## config.mk

```make
export PLATFORM = sky130hd
export DESIGN_NAME = div5seq
export DESIGN_NICKNAME = d
export VERILOG_FILES = /design/src/rtl/div5_pkg.sv /design/src/rtl/div5_step.sv /design/src/rtl/div5seq.sv
export SDC_FILE = /design/constraint.sdc
export NUM_CORES = 1
export LEC_CHECK = 0
export BUFFER_PORTS_ARGS = -buffer_cell sky130_fd_sc_hd__buf_2
export CORE_ASPECT_RATIO = 1.75
export CORE_UTILIZATION = 55
export CTS_CLUSTER_SIZE = 16
export DETAILED_ROUTE_END_ITERATION = 7
export PLACE_DENSITY = 0.89
export SKIP_LAST_GASP = 1
export SYNTH_ARGS = -nofsm -noshare
export SYNTH_HDL_FRONTEND = slang
export SYNTH_SLANG_ARGS = --single-unit
```

## constraint.sdc

```tcl
create_clock -name clk -period 5 [get_ports clk]
set_clock_uncertainty 0.05 [all_clocks]
set_input_delay 0.25 -clock clk [delete_from_list [all_inputs] [get_ports clk]]
set_output_delay 0.25 -clock clk [all_outputs]
set_load 0.05 [all_outputs]
```

## src/rtl/div5_pkg.sv

```systemverilog
// Shared definitions for the sequential restoring divider.
package div5_pkg;

    localparam int DEF_WIDTH = 5;

    typedef enum logic [1:0] {
        IDLE = 2'd0,
        CALC = 2'd1,
        DONE = 2'd2
    } state_t;

endpackage

```

## src/rtl/div5_step.sv

```systemverilog
// One restoring-division step: shift in a dividend bit, subtract the divisor if it fits.
module div5_step #(
    parameter int WIDTH = 5
) (
    input  logic [WIDTH:0]   rem_in,
    input  logic             din,
    input  logic [WIDTH-1:0] div,
    output logic [WIDTH:0]   rem_out,
    output logic             qbit
);

    logic [WIDTH:0] shifted;

    assign shifted = {rem_in[WIDTH-1:0], din};
    // A set top bit means the shifted value already exceeds any divisor.
    assign qbit    = rem_in[WIDTH] | (shifted >= {1'b0, div});
    assign rem_out = qbit ? (shifted - {1'b0, div}) : shifted;

endmodule

```

## src/rtl/div5seq.sv

```systemverilog
// Sequential unsigned divider, one quotient bit per clock, MSB first, valid/ready on both sides.
module div5seq
    import div5_pkg::*;
#(
    parameter int WIDTH = DEF_WIDTH
) (
    input  logic             clk,
    input  logic             rst_n,
    input  logic             in_valid,
    output logic             in_ready,
    input  logic [WIDTH-1:0] aa,
    input  logic [WIDTH-1:0] bb,
    output logic             out_valid,
    input  logic             out_ready,
    output logic [WIDTH-1:0] qq,
    output logic [WIDTH-1:0] rr,
    output logic             dbz
);

    localparam int CW = (WIDTH > 1) ? $clog2(WIDTH) : 1;
    localparam logic [CW-1:0] LAST = CW'(WIDTH - 1);

    state_t           state_q, state_d;
    logic [WIDTH-1:0] a_q, b_q, quo_q, quo_nxt;
    logic [WIDTH:0]   rem_q, rem_nxt;
    logic [CW-1:0]    cnt_q;
    logic             qbit, accept;

    div5_step #(.WIDTH(WIDTH)) u_step (
        .rem_in  (rem_q),
        .din     (a_q[WIDTH-1]),
        .div     (b_q),
        .rem_out (rem_nxt),
        .qbit    (qbit)
    );

    assign quo_nxt = (quo_q << 1) | WIDTH'(qbit);
    assign accept  = in_valid & in_ready;

    always_ff @(posedge clk or negedge rst_n) begin
        if (!rst_n) state_q <= IDLE;
        else        state_q <= state_d;
    end

    always_comb begin
        state_d   = state_q;
        in_ready  = 1'b0;
        out_valid = 1'b0;
        unique case (state_q)
            IDLE: begin
                in_ready = 1'b1;
                if (in_valid) state_d = (bb == '0) ? DONE : CALC;
            end
            CALC: if (cnt_q == LAST) state_d = DONE;
            DONE: begin
                out_valid = 1'b1;
                if (out_ready) state_d = IDLE;
            end
            default: state_d = IDLE;
        endcase
    end

    always_ff @(posedge clk or negedge rst_n) begin
        if (!rst_n) begin
            a_q   <= '0;
            b_q   <= '0;
            quo_q <= '0;
            rem_q <= '0;
            cnt_q <= '0;
            qq    <= '0;
            rr    <= '0;
            dbz   <= 1'b0;
        end else if (accept) begin
            a_q   <= aa;
            b_q   <= bb;
            quo_q <= '0;
            rem_q <= '0;
            cnt_q <= '0;
            // Divide-by-zero skips the iterations and reports immediately.
            if (bb == '0) begin
                qq  <= '1;
                rr  <= aa;
                dbz <= 1'b1;
            end
        end else if (state_q == CALC) begin
            a_q   <= a_q << 1;
            quo_q <= quo_nxt;
            rem_q <= rem_nxt;
            cnt_q <= cnt_q + CW'(1);
            if (cnt_q == LAST) begin
                qq  <= quo_nxt;
                rr  <= rem_nxt[WIDTH-1:0];
                dbz <= 1'b0;
            end
        end
    end

endmodule

```

; After elaboration in Yosys (flattened, before gate mapping)
; Index checks and enable logic that the tools add are counted.
[word_totals]
out_inout_bits = 13
inputBits = 14
elab_cells = 56
register_bits = 36
[classes]
n_bitwise = 3
muxes = 28
add_sub_neg = 2
reduce_logical = 6
n_eq_ne = 7
n_lt_le_gt_ge = 1
[ops]
columns = op, n
row1 = 5-bit 2-to-1 mux, 10
row2 = 6-bit 2-to-1 mux, 3
row3 = 2-bit 2-to-1 mux, 4
row4 = 4-bit 2-to-1 mux, 2
row5 = 6-bit by 5-bit >= comparator with 1-bit output, 1
row6 = 1-bit 2-to-1 mux, 6
row7 = 3-bit 2-to-1 mux, 2
row8 = "2-bit != test, second input constant", 3
row9 = 2-bit case mux with 3 select lines, 1
row10 = 3-bit AND reduction, 2
row11 = 6-bit by 5-bit subtractor with 6-bit output, 1
row12 = 5-bit logical NOT, 1
row13 = 5-bit by 1-bit bitwise OR with 5-bit output, 1
row14 = 2-bit nonzero test, 2
row15 = "3-bit by 1-bit adder with 3-bit output, second input constant", 1
row16 = "3-bit == test, second input constant", 1
row17 = "2-bit by 1-bit == test with 1-bit output, second input constant", 1
row18 = "2-bit == test, second input constant", 1
row19 = 2-bit logical NOT, 1
row20 = "2-bit by 1-bit != test with 1-bit output, second input constant", 1
row21 = 1-bit AND, 1
row22 = 1-bit bitwise OR, 1

; Longest topological paths before layout
[depth]
word_depth = 6
depth_mapped = 10
mapped_depth_nobuf = 9

; Modules after synthesis
; A second synthesis with hierarchy kept.
[hier_totals]
hier_cells = 188
area_unflattened_um2 = 1933.1
[modules_own_cells]
columns = mod, cells_per_inst, area_each_um2, instances
row1 = div5seq, 147, 1586.5, 1
row2 = div5_step, 41, 346.6, 1

; Worst setup path before layout
; No wires, ideal clock.
[synth_timing]
path_type = reg-to-reg
startpoint = reg a_q[4]
endpoint = reg rem_q[1]
path_stages_with_launch = 11
synth_period_minus_slack_ns = 2.114
path_slack_ns = 2.886
t_arrival_ns = 1.924
cell_sequence = dfrtp_1 > inv_1 > ha_1 > inv_1 > fa_1 > a211o_2 > nand3_2 > nor2b_4 > buf_6 > mux2i_1 > a21oi_1
[synth_between]
elab_chain_len = 5
elab_cells_between_ends = 6
cone_classes = add/sub: 1 / order compare: 1 / mux: 3 / bitwise: 1
[synth_rtl]
columns = element, line
row1 = start: declaration, div5seq.sv:24  ; logic [WIDTH-1:0] a_q, b_q, quo_q, quo_nxt;
row2 = start signal: assignment, div5seq.sv:86  ; a_q <= a_q << 1;
row3 = 6-bit by 5-bit >= comparator with 1-bit output, div5_step.sv:16  ; assign qbit = rem_in[WIDTH] | (shifted >= {1'b0, div});
row4 = 1-bit bitwise OR, div5_step.sv:16
row5 = 6-bit 2-to-1 mux (*), div5_step.sv:17  ; assign rem_out = qbit ? (shifted - {1'b0, div}) : shifted;
row6 = 6-bit 2-to-1 mux (*), div5seq.sv:85  ; end else if (state_q == CALC) begin
row7 = 6-bit 2-to-1 mux (*), div5seq.sv:73  ; end else if (accept) begin
row8 = end signal: assignment, div5seq.sv:88  ; rem_q <= rem_nxt;
row9 = end: declaration, div5seq.sv:25  ; logic [WIDTH:0] rem_q, rem_nxt;
; Mark *: on every way between the ends. The rest lies on a longest branch, timed or not. The select of a mux whose other input is x is not followed.
; A chain may end at the register's enable or synchronous reset.

; Worst setup path in the final report
; Ends and elaborated chain as after synthesis.

==> results.json <==
{
  "ctsHoldBuffers": 0,
  "place.gp.congestion": 0.8473,
  "cp_common_cell": "inv_1",
  "grt_util_all_layers": 0.2703,
  "grt_pass1_wl_um": 7113,
  "nFillCells": 242,
  "tns_ps": 0,
  "synth_compound_area_frac": 0.1971,
  "syn_area_mm2": 0.001892,
  "syn_inst": 198,
  "cts_max_path_buffers": 2,
  "min_path_type": "in2async",
  "cp-end-kind": "register",
  "cp_slowest_cell": "fa_1",
  "ant_nets": 0,
  "vias_per_cell": 5.966,
  "antenna_found_initial": 0,
  "violations": "negative hold slack",
  "async_flop_share": 1.000,
  "vias": 1575,
  "grt_pass1_vias": 1621,
  "synth.distinct_cells": 42,
  "cap_violations": 0,
  "grt_overflow": 0,
  "slew-limit-headroom": 0.4270,
  "cts_sinks": 36,
  "arrival_ps": 2490,
  "diodes": 0,
  "num_rows": 27,
  "dr.pass1.iters": 4,
  "drt-initial-drc-count": 73,
  "synth-seq-area-share": 0.4762,
  "worstMarginPinSlew_ps": 859.6,
  "r2r_cells": 9,
  "core-area_mm2": 0.003209,
  "cts_root_buffer": "clkbuf_8",
  "synthXorXnorAreaFrac": 0.009259,
  "period_minus_slack_ps": 2394,
  "finalSetupViolations": 0,
  "ys.flop_type": "dfrtp_1",
  "hold_viol_final": 3,
  "nNetsFinal": 243,
  "status": "complete, but fails checks",
  "drv_slew": 0,
  "synth_top_area_share": 0.4762,
  "grt_start_max_net_pins": 37,
  "synth-simple-area-share": 0.2004,
  "drive_gt1_frac": 0.2217,
  "drc": 0,
  "yosys.area.top_type": "dfrtp_1",
  "synth-edff-count": 0,
  "fmax_mhz": 417.7,
  "crit_fanout": 8,
  "path_cells": "inv_1, ha_1, inv_1, fa_1, a211o_2, nand3_2, nor2b_4, mux2i_1, a21oi_1",
  "syn2layout_area_growth_pct": 11.90,
  "hold_slack_ps": -9.133,
  "cts_resized": 0,
  "clk_latency_ps": 280,
  "clkSlewWorstSetupHoldPaths_ps": 70,
  "die-height_um": 79.59,
  "htree_num_levels": 2,
  "critPathMaxStageDelay_ps": 400,
  "synth_fp_nets": 220,
  "wl_um": 4392,
  "cts_setup_buffers": 0,
  "dp_hpwl_um": 3272,
  "rsz0062_at_grt": "no",
  "synth_top_family_by_area": "simple AND/OR/NAND/NOR gates",
  "start_util": 0.5895,
  "cts_buffers": 5,
  "crit_type": "reg2reg",
  "ios": 27,
  "avgRoutedWirePerCell_um": 16.64,
  "cts_tree": "done",
  "synthAdderAreaFrac": 0.05688,
  "yosysWarnings": 0,
  "ys_top_cells_by_area": "dfrtp_1 (48%), nand2_1 (6.5%), ha_1 (4.6%), nor2_1 (3.6%), a21oi_1 (3.4%)",
  "muxShareOfSynthArea": 0.01124,
  "dieWidth_um": 46.34,
  "ys_seq_elements": 36,
  "syn_avg_cell_area_um2": 9.555,
  "dieArea_mm2": 0.003688,
  "port_buffers": 26,
  "finalCritPeriodShare": 0.4788,
  "start_kind": "register",
  "crit_required_ps": 5090,
  "worst-r2r-setup-slack_ps": 2610
}
[logic make-up (layout without fill, tap and decap cells)]
group / count (synthesis) / in the layout
simple gates: 79 / 79
mux: 2 / 2
buf+inv: 19 / 42
flops: 36 / 36
fa+ha+maj: 8 / 8
compound gates: 52 / 52
xor+xnor: 2 / 2
[sequential cells by signal, indices dropped and copies added, names as in the netlist]
signal / flops
rr: 5
cnt_q: 3
state_q: 2
b_q: 5
qq: 5
quo_q: 4
a_q: 5
rem_q: 6
dbz: 1
[cell usage after synthesis (all sizes together) (2+ instances only)]
cell     n
xor2     2
nand3   10
nor3     2
o21ai   16
a31oi    7
o31ai    4
nand2   33
buf      9
inv      8
nor2    18
nand2b   3
nor2b    5
a21oi   13
clkbuf   2
dfrtp   36
o22a     6
a211o    2
ha       7
[cell type report]
| type | instances | area, um^2 | share of cell area |
|---|---|---|---|
| Clock buffer | 7 | 96.34 | 0.04551 |
| Inverter | 8 | 30.03 | 0.01418 |
| Multi-Input combinational cell | 143 | 898.4 | 0.4244 |
| Sequential cell | 36 | 900.9 | 0.4255 |
| Tap cell | 43 | 53.80 | 0.02541 |
| Timing Repair Buffer | 27 | 137.6 | 0.06501 |
[placed cells by master (no fill, tap or decap), drive strengths merged, types with 2 or more instances in the layout]
cell and n:
o31ai 4, dfrtp 36, ha 7, a31oi 7, nor2 18, o22a 6, inv 8, nand2b 3
nand3 10, nor2b 5, a21oi 13, a211o 2, nand2 33, clkbuf 7, buf 27, o21ai 16
nor3 2, xor2 2
[worst max-delay path, delay by kind of cell, from the launching register on]
| kind | cells | cell delay [ps] |
|---|---|---|
| simple gates | 2 | 370 |
| buf+inv | 2 | 150 |
| compound gates | 2 | 440 |
| mux | 1 | 280 |
| flops | 1 | 390 |
| fa+ha+maj | 2 | 560 |
[metal layers]
layer / global-route usage / vias to the layer above / share of wire
met5: 0 / - / 0
met4: 0.1676 / 0 / 0.043
met3: 0.06335 / 15 / 0.030
met2: 0.4778 / 60 / 0.55
met1: 0.2584 / 767 / 0.37
li1: - / 733 / -
[worst paths after layout]
kind	start	endpoint
worst min register to register	qq[3]	qq[3]
min in group clk	bb[0]	b_q[0]
worst max register to register	a_q[4]	rem_q[1]
worst min-delay path	rst_n	cnt_q[2]
max in group asynchronous	rst_n	quo_q[0]
worst max-delay path	a_q[4]	rem_q[1]
[per-stage QoR]
step           cell area, um^2    util  setup WS, ps  instances
2_1_floorplan             1892       -          2886        198
3_5_place_dp              2021  0.6296          2612        257
4_1_cts                   2117  0.6596          2580        264
6_report                  2117  0.6596          2606        264
3_3_place_gp              2021  0.6296          2655        257
5_1_grt                   2117  0.6596          2459        264
Power is not shown: default switching activity piles up to over one toggle a cycle in this logic, so the estimate is an artifact.
